--- config.mk ---
export PLATFORM = sky130hd
export DESIGN_NAME = signal_lamp_monitor_flat
export DESIGN_NICKNAME = d
export VERILOG_FILES = /design/src/rtl/signal_lamp_monitor_if.sv /design/src/rtl/signal_lamp_monitor.sv /design/src/flat_wrapper.sv
export SDC_FILE = /design/constraint.sdc
export NUM_CORES = 1
export LEC_CHECK = 0
export ABC_AREA = 1
export CAP_MARGIN = 20
export CORE_ASPECT_RATIO = 0.8
export CORE_MARGIN = 2
export CORE_UTILIZATION = 59
export CTS_CLUSTER_SIZE = 20
export DETAILED_ROUTE_END_ITERATION = 7
export HOLD_SLACK_MARGIN = 0.1
export PLACE_DENSITY = 0.84
export SYNTH_ARGS = -nofsm -noshare
export SYNTH_HDL_FRONTEND = slang
export SYNTH_SLANG_ARGS = --single-unit
export TNS_END_PERCENT = 100
--- constraint.sdc ---
create_clock -name clk -period 3.9 [get_ports clk]
set_clock_uncertainty 0.2 [all_clocks]
set_input_delay 0.78 -clock clk [delete_from_list [all_inputs] [get_ports clk]]
set_output_delay 0.78 -clock clk [all_outputs]
set_load 0.1 [all_outputs]
--- src/rtl/signal_lamp_monitor_if.sv ---
// ---------------------------------------------------------------------------
// signal_lamp_monitor_if
// Bundles the signals between the traffic state machine / operator panel and
// the lamp safety monitor.
//   tick         1-second pulse, one clock wide
//   road1_in     road 1 light code (RED=001, YELLOW=010, GREEN=100)
//   road2_in     road 2 light code
//   clear_fault  one-cycle operator clear request
//   lamp1/lamp2  lamp drive codes
//   fault        high while the monitor is in FAULT or RECOVER
//   fault_code   latched cause: 0 none, 1 ILLEGAL, 2 CONFLICT, 3 BAD_SEQ,
//                4 STUCK
//   fault_count  saturating count of fault entries (only when the macro
//                FAULT_COUNT_EN is defined)
// Modports: master = the side that drives the inputs and reads the lamps,
//           slave  = the monitor itself.
// ---------------------------------------------------------------------------
interface signal_lamp_monitor_if;
  logic       tick;
  logic [2:0] road1_in;
  logic [2:0] road2_in;
  logic       clear_fault;
  logic [2:0] lamp1;
  logic [2:0] lamp2;
  logic       fault;
  logic [2:0] fault_code;
`ifdef FAULT_COUNT_EN
  logic [7:0] fault_count;

  modport master (
    output tick, road1_in, road2_in, clear_fault,
    input  lamp1, lamp2, fault, fault_code, fault_count
  );

  modport slave (
    input  tick, road1_in, road2_in, clear_fault,
    output lamp1, lamp2, fault, fault_code, fault_count
  );
`else
  modport master (
    output tick, road1_in, road2_in, clear_fault,
    input  lamp1, lamp2, fault, fault_code
  );

  modport slave (
    input  tick, road1_in, road2_in, clear_fault,
    output lamp1, lamp2, fault, fault_code
  );
`endif
endinterface

--- src/rtl/signal_lamp_monitor.sv ---
// ---------------------------------------------------------------------------
// signal_lamp_monitor
// Sits between the traffic state machine and the lamp drivers. Every light
// change is checked for legality; legal codes are forwarded to the lamps with
// a two-cycle latency (input register + output register). On a violation the
// monitor latches the cause, flashes red on both roads, and only returns to
// normal service after an operator clear followed by HOLD_TICKS consecutive
// all-red ticks.
//
// Ports:
//   clk    system clock
//   rst_n  asynchronous, active-low reset
//   mon    signal_lamp_monitor_if.slave (tick, road codes, clear request in;
//          lamp drives, fault, fault_code [, fault_count] out)
//
// Parameters:
//   MAX_DWELL   ticks a road may stay non-red without change before STUCK
//   DWELL_W     dwell counter width (must hold MAX_DWELL)
//   HOLD_TICKS  consecutive all-red ticks needed to leave RECOVER
//
// Optional feature: define FAULT_COUNT_EN to add the saturating 8-bit
// fault_count output (counts NORMAL->FAULT entries, cleared only by rst_n).
// ---------------------------------------------------------------------------
module signal_lamp_monitor #(
  parameter int MAX_DWELL  = 15,
  parameter int DWELL_W    = 5,
  parameter int HOLD_TICKS = 3
) (
  input  logic                  clk,
  input  logic                  rst_n,
  signal_lamp_monitor_if.slave  mon
);

  localparam logic [2:0] RED    = 3'b001;
  localparam logic [2:0] YELLOW = 3'b010;
  localparam logic [2:0] GREEN  = 3'b100;

  localparam logic [2:0] CODE_NONE     = 3'd0;
  localparam logic [2:0] CODE_ILLEGAL  = 3'd1;
  localparam logic [2:0] CODE_CONFLICT = 3'd2;
  localparam logic [2:0] CODE_BAD_SEQ  = 3'd3;
  localparam logic [2:0] CODE_STUCK    = 3'd4;

  localparam logic [1:0] ST_NORMAL  = 2'd0;
  localparam logic [1:0] ST_FAULT   = 2'd1;
  localparam logic [1:0] ST_RECOVER = 2'd2;

  // +2 keeps the width at least one bit even for HOLD_TICKS = 0
  localparam int HOLD_W = $clog2(HOLD_TICKS + 2);

  localparam logic [DWELL_W-1:0] DWELL_MAX = DWELL_W'(MAX_DWELL);
  localparam logic [HOLD_W-1:0]  HOLD_MAX  = HOLD_W'(HOLD_TICKS);

  // -------------------------------------------------------------------------
  // Registers
  // -------------------------------------------------------------------------
  logic [2:0]         cur1_reg,   cur1_next;
  logic [2:0]         cur2_reg,   cur2_next;
  logic [2:0]         prev1_reg,  prev1_next;
  logic [2:0]         prev2_reg,  prev2_next;
  logic [1:0]         state_reg,  state_next;
  logic [DWELL_W-1:0] dwell_reg,  dwell_next;
  logic [HOLD_W-1:0]  hold_reg,   hold_next;
  logic               blink_reg,  blink_next;
  logic [2:0]         lamp1_reg,  lamp1_next;
  logic [2:0]         lamp2_reg,  lamp2_next;
  logic               fault_reg,  fault_next;
  logic [2:0]         code_reg,   code_next;

  // -------------------------------------------------------------------------
  // Rule helpers
  // -------------------------------------------------------------------------
  function automatic logic is_legal(input logic [2:0] c);
    return (c == RED) || (c == YELLOW) || (c == GREEN);
  endfunction

  // Only the two jumps that skip yellow are forbidden; everything else
  // between legal codes (including no change) is allowed.
  function automatic logic is_bad_step(input logic [2:0] p, input logic [2:0] c);
    return ((p == RED) && (c == GREEN)) || ((p == GREEN) && (c == RED));
  endfunction

  logic       illegal;
  logic       conflict;
  logic       bad_seq;
  logic       stuck;
  logic       both_red;
  logic       changed;
  logic [2:0] viol_code;
  logic       enter_fault;

  always_comb begin
    both_red = (cur1_reg == RED) && (cur2_reg == RED);
    changed  = (cur1_reg != prev1_reg) || (cur2_reg != prev2_reg);
    illegal  = !is_legal(cur1_reg) || !is_legal(cur2_reg);
    conflict = (cur1_reg != RED) && (cur2_reg != RED);
    bad_seq  = is_bad_step(prev1_reg, cur1_reg) || is_bad_step(prev2_reg, cur2_reg);
    stuck    = !both_red && (dwell_reg == DWELL_MAX);

    // Highest-priority cause wins; lower ones are discarded.
    if (illegal)       viol_code = CODE_ILLEGAL;
    else if (conflict) viol_code = CODE_CONFLICT;
    else if (bad_seq)  viol_code = CODE_BAD_SEQ;
    else if (stuck)    viol_code = CODE_STUCK;
    else               viol_code = CODE_NONE;

    enter_fault = (state_reg == ST_NORMAL) && (viol_code != CODE_NONE);
  end

  // -------------------------------------------------------------------------
  // Next-state logic
  // -------------------------------------------------------------------------
  always_comb begin
    cur1_next  = mon.road1_in;
    cur2_next  = mon.road2_in;
    prev1_next = cur1_reg;
    prev2_next = cur2_reg;
    state_next = state_reg;
    dwell_next = dwell_reg;
    hold_next  = hold_reg;
    blink_next = blink_reg;
    fault_next = fault_reg;
    code_next  = code_reg;
    lamp1_next = lamp1_reg;
    lamp2_next = lamp2_reg;

    case (state_reg)
      ST_NORMAL: begin
        if (enter_fault) begin
          state_next = ST_FAULT;
          fault_next = 1'b1;
          code_next  = viol_code;
          blink_next = 1'b1;
          dwell_next = '0;
        end else if (changed || both_red) begin
          // a change wins over a tick arriving in the same cycle
          dwell_next = '0;
        end else if (mon.tick && (dwell_reg != DWELL_MAX)) begin
          dwell_next = dwell_reg + 1'b1;
        end
      end

      ST_FAULT: begin
        if (mon.tick) begin
          blink_next = ~blink_reg;
        end
        if (mon.clear_fault) begin
          state_next = ST_RECOVER;
          hold_next  = '0;
        end
      end

      ST_RECOVER: begin
        if (hold_reg == HOLD_MAX) begin
          state_next = ST_NORMAL;
          fault_next = 1'b0;
          code_next  = CODE_NONE;
          dwell_next = '0;
        end else if (!both_red) begin
          hold_next = '0;
        end else if (mon.tick) begin
          hold_next = hold_reg + 1'b1;
        end
      end

      default: begin
        state_next = ST_NORMAL;
        fault_next = 1'b0;
        code_next  = CODE_NONE;
      end
    endcase

    // Lamps follow the state being entered so that the fault display
    // changes on the very edge the fault is latched.
    case (state_next)
      ST_NORMAL: begin
        lamp1_next = cur1_reg;
        lamp2_next = cur2_reg;
      end
      ST_FAULT: begin
        lamp1_next = {2'b00, blink_next};
        lamp2_next = {2'b00, blink_next};
      end
      default: begin
        lamp1_next = RED;
        lamp2_next = RED;
      end
    endcase
  end

  // -------------------------------------------------------------------------
  // State registers
  // -------------------------------------------------------------------------
  always_ff @(posedge clk or negedge rst_n) begin
    if (!rst_n) begin
      cur1_reg  <= RED;
      cur2_reg  <= RED;
      prev1_reg <= RED;
      prev2_reg <= RED;
      state_reg <= ST_NORMAL;
      dwell_reg <= '0;
      hold_reg  <= '0;
      blink_reg <= 1'b1;
      lamp1_reg <= RED;
      lamp2_reg <= RED;
      fault_reg <= 1'b0;
      code_reg  <= CODE_NONE;
    end else begin
      cur1_reg  <= cur1_next;
      cur2_reg  <= cur2_next;
      prev1_reg <= prev1_next;
      prev2_reg <= prev2_next;
      state_reg <= state_next;
      dwell_reg <= dwell_next;
      hold_reg  <= hold_next;
      blink_reg <= blink_next;
      lamp1_reg <= lamp1_next;
      lamp2_reg <= lamp2_next;
      fault_reg <= fault_next;
      code_reg  <= code_next;
    end
  end

  assign mon.lamp1      = lamp1_reg;
  assign mon.lamp2      = lamp2_reg;
  assign mon.fault      = fault_reg;
  assign mon.fault_code = code_reg;

`ifdef FAULT_COUNT_EN
  // -------------------------------------------------------------------------
  // Fault entry counter: survives recovery, cleared only by reset.
  // -------------------------------------------------------------------------
  logic [7:0] count_reg, count_next;

  always_comb begin
    count_next = count_reg;
    if (enter_fault && (count_reg != 8'hFF)) begin
      count_next = count_reg + 8'd1;
    end
  end

  always_ff @(posedge clk or negedge rst_n) begin
    if (!rst_n) begin
      count_reg <= 8'd0;
    end else begin
      count_reg <= count_next;
    end
  end

  assign mon.fault_count = count_reg;
`endif

endmodule

--- src/flat_wrapper.sv ---
// flat-port wrapper written by rule: the top's interface ports become plain ports
module signal_lamp_monitor_flat 
#(
  parameter int MAX_DWELL  = 15,
  parameter int DWELL_W    = 5,
  parameter int HOLD_TICKS = 3
)
  (clk, rst_n, mon_tick, mon_road1_in, mon_road2_in, mon_clear_fault, mon_lamp1, mon_lamp2, mon_fault, mon_fault_code);
  signal_lamp_monitor_if mon_i ();
  input  logic clk;
  input  logic rst_n;
  input wire logic [$bits(mon_i.tick)-1:0] mon_tick;
  input wire logic [$bits(mon_i.road1_in)-1:0] mon_road1_in;
  input wire logic [$bits(mon_i.road2_in)-1:0] mon_road2_in;
  input wire logic [$bits(mon_i.clear_fault)-1:0] mon_clear_fault;
  output wire logic [$bits(mon_i.lamp1)-1:0] mon_lamp1;
  output wire logic [$bits(mon_i.lamp2)-1:0] mon_lamp2;
  output wire logic [$bits(mon_i.fault)-1:0] mon_fault;
  output wire logic [$bits(mon_i.fault_code)-1:0] mon_fault_code;
  assign mon_i.tick = mon_tick;
  assign mon_i.road1_in = mon_road1_in;
  assign mon_i.road2_in = mon_road2_in;
  assign mon_i.clear_fault = mon_clear_fault;
  assign mon_lamp1 = mon_i.lamp1;
  assign mon_lamp2 = mon_i.lamp2;
  assign mon_fault = mon_i.fault;
  assign mon_fault_code = mon_i.fault_code;
  signal_lamp_monitor #(.MAX_DWELL(MAX_DWELL), .DWELL_W(DWELL_W), .HOLD_TICKS(HOLD_TICKS)) u_core (.clk(clk), .rst_n(rst_n), .mon(mon_i));
endmodule
* Yosys cells after proc, flatten, opt, wreduce, memory -nomap -nowiden
Index checks and enable logic that the tools add are counted.
** Word-level totals
- Bits in registers :: 33
- Bits of input ports :: 10
- Logic and storage cells :: 101
** Cells by class
- Add/sub/neg operators :: 2
- Equal/unequal tests :: 26
- Multiplexer cells :: 29
- Bitwise operators :: 2
- Reduce and logical (&&, ||, !) cells :: 30
** Operator list (count)
- 2-to-1 mux 3 bit :: 10
- 2-to-1 mux 5 bit :: 4
- case mux 3 bit (2 select lines) :: 3
- == test 3 x 1 -> 1 bit (second input constant) :: 4
- == test 3 bit (second input constant) :: 4
- logical OR 1 bit :: 10
- case mux 5 bit (2 select lines) :: 1
- == test 3 x 2 -> 1 bit (second input constant) :: 3
- logical AND 1 bit :: 9
- case mux 3 bit (3 select lines) :: 1
- 2-to-1 mux 2 bit :: 3
- != test 3 x 1 -> 1 bit (second input constant) :: 2
- != test 3 bit :: 2
- case mux 2 bit (3 select lines) :: 1
- AND reduction 3 bit :: 2
- adder 5 x 1 -> 5 bit (second input constant) :: 1
- == test 5 x 4 -> 1 bit (second input constant) :: 1
- != test 5 x 4 -> 1 bit (second input constant) :: 1
- == test 2 x 1 -> 1 bit (second input constant) :: 2
- logical NOT 2 bit :: 2
- 2-to-1 mux 1 bit :: 4
- != test 2 x 1 -> 1 bit (second input constant) :: 2
- != test 2 bit (second input constant) :: 2
- != test 4 x 3 -> 1 bit (second input constant) :: 1
- other kinds (10) :: 14

* Depth between registers and ports, before layout
- Word-level depth :: 14
- Mapped depth :: 12
- Mapped depth without buffers :: 12

* Worst setup path before layout
No wires, ideal clock.
- Kind :: register -> output
- Start :: register u_core.code_reg[2], in the netlist u_core.mon.fault_code[2]
- End :: output port mon_fault_code[2]
- Data arrival time :: 0.898 ns
- Required time :: 2.920 ns
- Setup slack :: 2.022 ns
- Cell stages (with the launch flop) :: 1
- Buffers on the path :: 0
- Cells stage by stage :: dfrtp_1
** RTL lines
- start: declaration :: line signal_lamp_monitor.sv:68 : logic [2:0] code_reg, code_next;
- start signal: assignment :: line signal_lamp_monitor.sv:220 : code_reg <= code_next;
- end: declaration :: line flat_wrapper.sv:19 : output wire logic [$bits(mon_i.fault_code)-1:0] mon_fault_code;
No word-level cell between the ends.

* Final worst setup path
- Start :: register u_core.lamp1_reg[0], in the netlist u_core.mon.lamp1[0]
- End :: output port mon_lamp1[0]
** RTL lines
- start: declaration :: line signal_lamp_monitor.sv:65 : logic [2:0] lamp1_reg, lamp1_next;
- start signal: assignment :: line signal_lamp_monitor.sv:217 : lamp1_reg <= lamp1_next;
- end: declaration :: line flat_wrapper.sv:16 : output wire logic [$bits(mon_i.lamp1)-1:0] mon_lamp1;
No word-level cell between the ends.

==> impl_metrics.json <==
{
  "syn_area_per_cell_um2": 8.35,
  "final_common_cell": "nand2_1",
  "whs_ns": 0.207,
  "final.setup.worst_slack_ns": 0.928,
  "grt_pass1_vias": 1306,
  "synth_edf_count": 0,
  "ys_types": 23,
  "final_util_pct": 73.4,
  "min_period_ns": 2.97,
  "dp_slack_ns": 1.31,
  "num_vias": 1313,
  "ant_nets": 0,
  "fmax_ghz": 0.336,
  "path_cells": "clkdlybuf4s50_1",
  "wl_per_cell_um": 11.6,
  "yosysTopAreaCell": "dfrtp_1",
  "gp_congestion": 0.830,
  "leakagePower_nw": 0.954,
  "end_kind": "output pin",
  "synthCells": 201,
  "rows": 17,
  "drc": 0,
  "required_ns": 2.92,
  "cp.buffers_inverters": 1,
  "hold_viol_final": 0,
  "path_max_fanout": 1,
  "slowest_stage": "clkdlybuf4s50_1",
  "port_buffers": 19,
  "overflow": 0,
  "area_growth_pct": 19.2,
  "vias_per_cell": 4.92,
  "worstPathArrival_ns": 1.99,
  "ys_seq_area_share_pct": 49.7,
  "final_layout_size_suffix_gt1_share_pct": 17.5,
  "outcome": "complete, no violations",
  "nets": 242,
  "cts_made_buffers": 5,
  "slew_viol_final": 0,
  "setup_viol": 0,
  "antenna_found_initial": 0,
  "fill_cells": 219,
  "cts_buffer_depth": 2,
  "critPathLaunchType": "flop",
  "synth_top_area_share_pct": 38.8,
  "ys.warnings.count": 0,
  "rsz0062_at_grt": "false",
  "max_slew.worst_pin.slew_ns": 0.967,
  "final_cell_mix": "nand2_1 (43), nor2_1 (36), inv_1 (27)",
  "cts_setup_buffers": 0,
  "grt_pass1_wl_um": 5420,
  "grt.total_usage_pct": 22.0,
  "die_height_um": 51.7,
  "initial_core_util_pct": 61.6,
  "max_cap_viol_count": 0,
  "die_width_um": 63.6,
  "slew_headroom_pct": 35.4,
  "io_pins": 20,
  "cts_max_level": 2,
  "cp_top_family": "buffers and inverters",
  "routed_wl_um": 3110,
  "cts_tree": "built",
  "netlist_area_um2": 1680,
  "p_per_area_nw_per_um2": 707,
  "dp.cells": 259,
  "finalCritPeriodShare_pct": 76.2,
  "cts-root-buf": "clkbuf_4",
  "instances_no_fill": 267,
  "clk_pin_slew_worst_paths_ns": 0.11,
  "largest_reg_flops": 5,
  "cts_sinks": 33,
  "drtIter0Drc": 70,
  "fin_tns_setup_ns": 0,
  "antennaDiodeCount": 0,
  "clk_latency_ns": 0.34,
  "die_area_um2": 3290,
  "core_um2": 2720,
  "cts_hold_buf": 0,
  "ys.flop_type": "dfrtp_1",
  "synth.net_count": 215,
  "ir_drop_mv": 0.520,
  "dpl.hpwl_um": 2410,
  "grt_start_max_net_pins": 34,
  "yosys-top-cells-area": "dfrtp_1 (39%), dfstp_2 (11%), nand2_1 (9.6%)",
  "critical_path.max_stage_delay_ns": 1.12,
  "synth_seq_cells": 33,
  "cts_resized": 0,
  "firstDrtPassIters": 4,
  "holdCritPathClass": "flop to flop",
  "async_flop_share_pct": 100,
  "crit_type": "flop to output pin"
}
path summary, 6_finish.rpt:
kind	slack, ns	cells past startpoint	endpoint	startpoint
setup / recovery	0.93	1	mon_lamp1[0]	u_core.mon.lamp1[0]
hold / removal	0.21	0	u_core.prev1_reg[0]	u_core.cur1_reg[0]
setup reg to reg	1.84	12	u_core.mon.lamp2[0]	u_core.dwell_reg[0]
hold reg to reg	0.21	0	u_core.prev1_reg[0]	u_core.cur1_reg[0]
max in group asynchronous	2.55	2	u_core.prev2_reg[0]	rst_n
min in group asynchronous	0.61	2	u_core.cur1_reg[1]	rst_n
cell usage after synthesis (2+ instances only):
cell and instances:
nand2_2 3, o21ai_2 6, dfstp_2 7, nand2_1 43, o21ai_0 2, inv_1 27
xnor2_1 7, inv_2 2, nand2_4 2, nand3_2 4, o21ai_1 3, ha_1 4
nor2_1 36, dfrtp_1 26, nand3_1 17, nor2_2 5
worst reg2reg max path, stage by stage, from the launching register on:
cell,delay [ns]
dfrtp_1,0.42
ha_1,0.19
nand2_1,0.08
nor2_1,0.10
ha_1,0.19
inv_1,0.05
nor2_1,0.14
nor2_1,0.06
nand3_1,0.11
nand2_4,0.12
nand2_2,0.15
nand2_1,0.08
o21ai_1,0.10
layer usage:
layer | GRT usage (%) | up-vias | part of all wire (%)
li1 | - | 671 | -
met1 | 25.9 | 606 | 45
met4 | 10.1 | 0 | 1.9
met3 | 5.63 | 6 | 4.2
met5 | 0 | - | 0
met2 | 38.4 | 30 | 49
where the power goes:
part           internal, mW  total [mW]  switching (mW)
combinational         0.166       0.715           0.549
sequential            0.418       0.452          0.0341
clock                 0.134       0.247           0.113
total                 0.719        1.41           0.696
cells by family (layout without fill, tap and decap cells):
| kind of cell | after synthesis | after routing | synth area share [%] |
|---|---|---|---|
| flops | 33 | 33 | 49.7 |
| compound gates | 13 | 13 | 5.29 |
| xor+xnor | 8 | 8 | 4.18 |
| buf+inv | 29 | 57 | 6.49 |
| fa+ha+maj | 4 | 4 | 2.98 |
| simple gates | 114 | 114 | 31.3 |
area by class of cell:
cell class,count,area [µm²],area share [%]
timing repair buffer,20,198,9.89
tap,38,47.5,2.38
clock inverter,2,35.0,1.75
sequential,33,835,41.7
multi-input combinational,139,734,36.7
inverter,29,109,5.44
clock buffer,6,41.3,2.07
metrics by stage:
step           total power [mW]  area [µm²]
5_1_grt                    1.49        2000
3_5_place_dp               1.18        1920
6_report                   1.41        2000
4_1_cts                    1.42        2000
3_3_place_gp               1.16        1920
2_1_floorplan              1.01        1680
Note: power is estimated with default switching activity, not from simulation.
